==> src/rtl/mems_onchip_write_arbiter.sv <==
// Round-robin arbiter with a bounded burst lock. It shares one Avalon-MM write master
// into on-chip memory among NUM_REQ requesters and aborts a write after a waitrequest timeout.
module mems_onchip_write_arbiter #(
  parameter int NUM_REQ        = 4,
  parameter int ADDR_WIDTH     = 32,
  parameter int DATA_WIDTH     = 32,
  parameter int MAX_BEATS      = 4,
  parameter int TIMEOUT_CYCLES = 1024
) (
  input  logic                          clock,
  input  logic                          reset,
  input  logic [NUM_REQ-1:0]            req_valid,
  input  logic [NUM_REQ*ADDR_WIDTH-1:0] req_address,
  input  logic [NUM_REQ*DATA_WIDTH-1:0] req_data,
  output logic [NUM_REQ-1:0]            req_ack,
  output logic [NUM_REQ-1:0]            grant,
  output logic [ADDR_WIDTH-1:0]         address,
  output logic                          write,
  output logic [DATA_WIDTH-1:0]         write_data,
  input  logic                          waitrequest,
  output logic [31:0]                   write_count,
  output logic                          timeout_err
);
  localparam int IW = (NUM_REQ > 1) ? $clog2(NUM_REQ) : 1;
  localparam int BW = $clog2(MAX_BEATS + 1);
  localparam int WW = (TIMEOUT_CYCLES > 0) ? $clog2(TIMEOUT_CYCLES + 1) : 1;
  localparam logic [IW-1:0] LAST_IDX = IW'(NUM_REQ - 1);

  typedef enum logic [0:0] {ST_IDLE = 1'b0, ST_WRITE = 1'b1} state_t;

  state_t          state_r;
  logic [IW-1:0]   rr_ptr_r;
  logic [IW-1:0]   owner_r;
  logic [BW-1:0]   beat_cnt_r;
  logic [WW-1:0]   wait_cnt_r;

  logic            lock_s;
  logic            rr_hit_s;
  logic [IW-1:0]   rr_idx_s;
  logic            sel_valid_s;
  logic [IW-1:0]   sel_idx_s;

  function automatic logic [IW-1:0] slot_add(input logic [IW-1:0] base, input int offs);
    int s;
    s = int'(base) + offs;
    if (s >= NUM_REQ) begin
      s = s - NUM_REQ;
    end else begin
      s = s;
    end
    return IW'(s);
  endfunction

  // Requester selection: keep the previous owner while locked, else first valid from rr_ptr_r
  always_comb begin
    lock_s      = 1'b0;
    rr_hit_s    = 1'b0;
    rr_idx_s    = '0;
    sel_valid_s = 1'b0;
    sel_idx_s   = '0;
    // beat_cnt_r == 0 only after reset, when there is no previous owner to lock onto
    if ((beat_cnt_r != '0) && (beat_cnt_r < BW'(MAX_BEATS)) && req_valid[owner_r]) begin
      lock_s = 1'b1;
    end else begin
      lock_s = 1'b0;
    end
    // Scan downward so the slot closest to rr_ptr_r is the last one written and wins
    for (int k = NUM_REQ - 1; k >= 0; k--) begin
      if (req_valid[slot_add(rr_ptr_r, k)]) begin
        rr_hit_s = 1'b1;
        rr_idx_s = slot_add(rr_ptr_r, k);
      end else begin
        rr_hit_s = rr_hit_s;
        rr_idx_s = rr_idx_s;
      end
    end
    sel_valid_s = lock_s | rr_hit_s;
    sel_idx_s   = lock_s ? owner_r : rr_idx_s;
  end

  // Transaction FSM with registered Avalon outputs, acks, counters and sticky error
  always_ff @(posedge clock or posedge reset) begin
    if (reset) begin
      state_r     <= ST_IDLE;
      rr_ptr_r    <= '0;
      owner_r     <= '0;
      beat_cnt_r  <= '0;
      wait_cnt_r  <= '0;
      address     <= '0;
      write_data  <= '0;
      write       <= 1'b0;
      grant       <= '0;
      req_ack     <= '0;
      write_count <= 32'd0;
      timeout_err <= 1'b0;
    end else begin
      req_ack <= '0;
      case (state_r)
        ST_IDLE: begin
          if (sel_valid_s) begin
            address             <= req_address[sel_idx_s*ADDR_WIDTH +: ADDR_WIDTH];
            write_data          <= req_data[sel_idx_s*DATA_WIDTH +: DATA_WIDTH];
            write               <= 1'b1;
            grant               <= {{(NUM_REQ-1){1'b0}}, 1'b1} << sel_idx_s;
            req_ack[sel_idx_s]  <= 1'b1;
            rr_ptr_r            <= (sel_idx_s == LAST_IDX) ? '0 : sel_idx_s + IW'(1);
            owner_r             <= sel_idx_s;
            beat_cnt_r          <= lock_s ? beat_cnt_r + BW'(1) : BW'(1);
            wait_cnt_r          <= '0;
            state_r             <= ST_WRITE;
          end else begin
            write <= 1'b0;
            grant <= '0;
          end
        end
        ST_WRITE: begin
          if (!waitrequest) begin
            write       <= 1'b0;
            grant       <= '0;
            write_count <= write_count + 32'd1;
            state_r     <= ST_IDLE;
          end else if ((TIMEOUT_CYCLES != 0) && (wait_cnt_r == WW'(TIMEOUT_CYCLES - 1))) begin
            // The word was already acked, so an abort drops it for good
            write       <= 1'b0;
            grant       <= '0;
            timeout_err <= 1'b1;
            state_r     <= ST_IDLE;
          end else begin
            wait_cnt_r <= wait_cnt_r + WW'(1);
          end
        end
        default: begin
          write   <= 1'b0;
          grant   <= '0;
          state_r <= ST_IDLE;
        end
      endcase
    end
  end
endmodule

==> config.mk <==
export PLATFORM = sky130hd
export DESIGN_NAME = mems_onchip_write_arbiter
export DESIGN_NICKNAME = d
export VERILOG_FILES = /design/src/rtl/mems_onchip_write_arbiter.sv
export SDC_FILE = /design/constraint.sdc
export NUM_CORES = 1
export LEC_CHECK = 0
export ABC_AREA = 1
export CAP_MARGIN = 30
export CORE_MARGIN = 1
export CORE_UTILIZATION = 30
export CTS_CLUSTER_DIAMETER = 80
export DETAILED_ROUTE_END_ITERATION = 6
export PLACE_DENSITY = 0.7
export SLEW_MARGIN = 20
export SYNTH_ARGS = -nofsm -noshare
export SYNTH_HDL_FRONTEND = slang
export SYNTH_SLANG_ARGS = --single-unit
export TNS_END_PERCENT = 1
==> constraint.sdc <==
create_clock -name clock -period 5.2 [get_ports clock]
set_input_delay 0.78 -clock clock [delete_from_list [all_inputs] [get_ports clock]]
set_output_delay 0.78 -clock clock [all_outputs]
set_load 0.01 [all_outputs]
==> impl_results.md <==
* Fin cells at roughly 2100
* Post-synth top area cell: dfrtp_1
* Sequential area share after synthesis at a little over a third
* Synthesized Nets at approximately 1700
* Hold_buf cts at 0
* Adder-cell area share of the yosys netlist at less than 1%
* Endpoints failing hold at 0
* Total GRT Usage at between 20 and 25%
* Power Density at about 660 nW/µm²
* Area Overhead vs Synth at 52.1%
* Crit. End Element: flip-flop
* Synth Area in Simple Gates at between 40% and 50%
* Final period util at 65.4%
* CTS tree: done
* Reg2Reg Depth at 13
* Top-count cell post-synth: nand2_1
* Post-synthesis mux area share at 0%
* Placer congestion estimate at around 0.93
* Startpoint types: primary input
* Final #Nets at between 1500 and 2000
* Post-route core utilization at a little under half
* Main combinational cell family by area after synthesis: simple AND/OR/NAND/NOR gates
* TritonRoute pass-1 iters at 7
* Root Buffer Master: clkbuf_16
* # Post-CTS Setup Buffers at 0
* Boundary pin count at about 370
* Normalized max-slew margin at 35.7%
* Post-DP HPWL at about 22 mm
* Die ar. at 29700 µm²
* Largest net degree at the start of global routing at 87
* Worst-path clk slew at 0.06 ns
* Share of cells above drive strength 1 at 3.94%
* Antenna Cells at 0
* Reg-to-reg slack, setup at roughly 2.1 ns
* Hold crit path type: flip-flop to flip-flop
* Worst setup endpoint: grant[0]
* DRC errors left at 0
* First DRT Iteration DRCs at around 510
* Initial Util at between 30% and 40%
* Xor and xnor area share after synthesis at under 10%
* Top cells by area, synth: dfrtp_1 36%, nand2_1 21%, nand3_1 16%
* Leakage at 7.17 nW
* FP Rows at 61
* Slew Viols, Final at 0
* TritonCTS Buffers at 17
* Vias in the first global route at about 8900
* Core Region at about 28000 µm²
* Grt ovf at 0
* Setup CP Type: primary input to flip-flop
* Fin Setup TNS at 0 ns
* IO Port Bufs at 368
* Syn Inst Count at 1391
* First-pass GRT wire length at between 40 and 50 mm
* Ys flop type: dfrtp_1
* Layout Skew at just over 0.01 ns
* Tmin final at between 3 and 4 ns
* Arr. time, crit path at about 3.7 ns
* Final setup fails at 0
* CP startpoint: req_valid[0]
* Vias at 9694
* Worst Path Max Fanout at 55
* Synth Area in Compound Gates at roughly 1.6%
* Worst skew pair latency at 0.42 ns
* Max Cap Viol at 0
* Crit Reg-Reg Startpoint: rr_ptr_r[0]
* Syn Std Cell Area at ~8700 µm²
* Seq cells post-synth at ~130
* Pwr Total at ~8.7 mW
* Placed insts at 2074
* Area share of the largest cell type after synthesis at roughly 36%
* Initial antenna violation count at 0
* Yosys warnings at 0
* Least-Margin Pin Slew at roughly 0.96 ns
* Htree depth at 4
* Post-CTS Resized at 0
* FF-to-FF End: grant[0]
* FFs w/ async S/R, synth at 100%
* Unrepaired setup endpoints after global routing: false
* Top cells by count, synth: 485 x nand2_1, 293 x inv_1, 276 x nand3_1
* VDD IR max at roughly 0.68 mV
* Die width at 172 µm
* DR vias/cell at approximately 4.6
* Die H at 172 µm
* CP required at around 5.5 ns
* Post-route ant nets at 0
* EDFF count, synth at 0
* Total clock sinks at about 130
* Peak Freq at a little under 300 MHz
* Synth unique cells at 36
* Synthesized area per cell at around 6.3 µm²
* Outcome: completed
* Clock buffer depth at 2
* Wire per inst at between 10 and 15 µm
* Final wirelength at roughly 31 mm
* Fin Hold WS at 0.479 ns
layout by cell type (no fill, tap or decap), types with 2 or more instances in the layout:
cell type | Yosys | final
nand3b_1 | 2 | 2
nand2_2 | 5 | 2
buf_4 | 7 | 12
nor2_1 | 33 | 33
dfrtp_1 | 125 | 125
nor4_1 | 2 | 2
o21ai_1 | 4 | 4
o21ai_0 | 14 | 14
inv_6 | 0 | 4
bufinv_16 | 0 | 4
inv_1 | 293 | 292
nand3_1 | 276 | 276
nand4_1 | 6 | 6
nor3_1 | 8 | 8
a21oi_1 | 7 | 7
clkinv_2 | 0 | 2
nand2_4 | 1 | 5
nand2_1 | 485 | 484
ha_1 | 5 | 5
clkbuf_16 | 0 | 17
clkdlybuf4s50_1 | 0 | 368
xnor2_1 | 14 | 14
inv_2 | 7 | 7
clkinv_4 | 0 | 4
xor2_1 | 16 | 16
final cells by class:
class | count | area (µm²)
Inverter | 301 | 1140
Clock buffer | 17 | 425
Tap cell | 378 | 473
Sequential cell | 125 | 3130
Timing Repair Buffer | 380 | 3770
Fill cell | 2777 | 14900
Clock inverter | 15 | 210
Multi-Input combinational cell | 890 | 4080
power breakdown:
| part | internal [mW] | total, mW | leakage (nW) | switching [mW] |
|---|---|---|---|---|
| Combinational | 2.06 | 5.76 | 5.26 | 3.70 |
| Sequential | 1.35 | 1.60 | 1.60 | 0.247 |
| Clock | 0.812 | 1.31 | 0.310 | 0.501 |
sequential cells by signal (all words and copies together) (netlist names), 2 cells and up:
signal / cells
beat_cnt_r: 3
grant: 4
address: 32
owner_r: 2
write_count: 32
req_ack: 4
write_data: 32
wait_cnt_r: 11
rr_ptr_r: 2
critical path, cell delays in order:
cell	delay, ns
clkdlybuf4s50_1	0.51
inv_1	0.08
o21ai_1	0.19
nand2_1	0.11
nand2_1	0.11
inv_1	0.06
nand3_1	0.08
nand2_1	0.08
nand2_4	0.44
buf_4	0.60
nand3_1	0.32
o21ai_0	0.24
through the flow:
stage | setup WS (ns) | cell area, µm²
finish | 1.80 | 13200
global route | 1.61 | 13200
CTS | 1.87 | 13200
detailed placement | 1.43 | 12600
global placement | 1.55 | 12600
floorplan | 1.09 | 8690
routing by layer:
metal  routed length, µm  vias to the layer above  track usage [%]  part of all wire [%]
li1                    -                     4826                -                     -
met1               12900                     4450             25.8                    42
met2               15300                      381             35.6                    50
met3                2110                       37             4.03                   6.8
met4                 483                        0             6.04                   1.6
met5                   0                        -                0                     0
cells by family (layout without fill, tap and decap cells):
| logic type | Yosys count | count (layout) |
|---|---|---|
| simple gates | 828 | 828 |
| fa+ha+maj | 5 | 5 |
| xor+xnor | 30 | 30 |
| compound gates | 27 | 27 |
| flops | 125 | 125 |
| buf+inv | 376 | 713 |
how the worst min path moves through the flow:
stage | start | to | cells past startpoint
6_report | address[22] | address[22] | 2
5_1_grt | write_data[11] | write_data[11] | 2
4_1_cts | write_count[31] | write_count[31] | 1
3_5_place_dp | beat_cnt_r[2] | beat_cnt_r[2] | 2
3_3_place_gp | write_data[4] | write_data[4] | 2
2_1_floorplan | beat_cnt_r[2] | beat_cnt_r[2] | 2
Power figures use the tool's default switching activity.
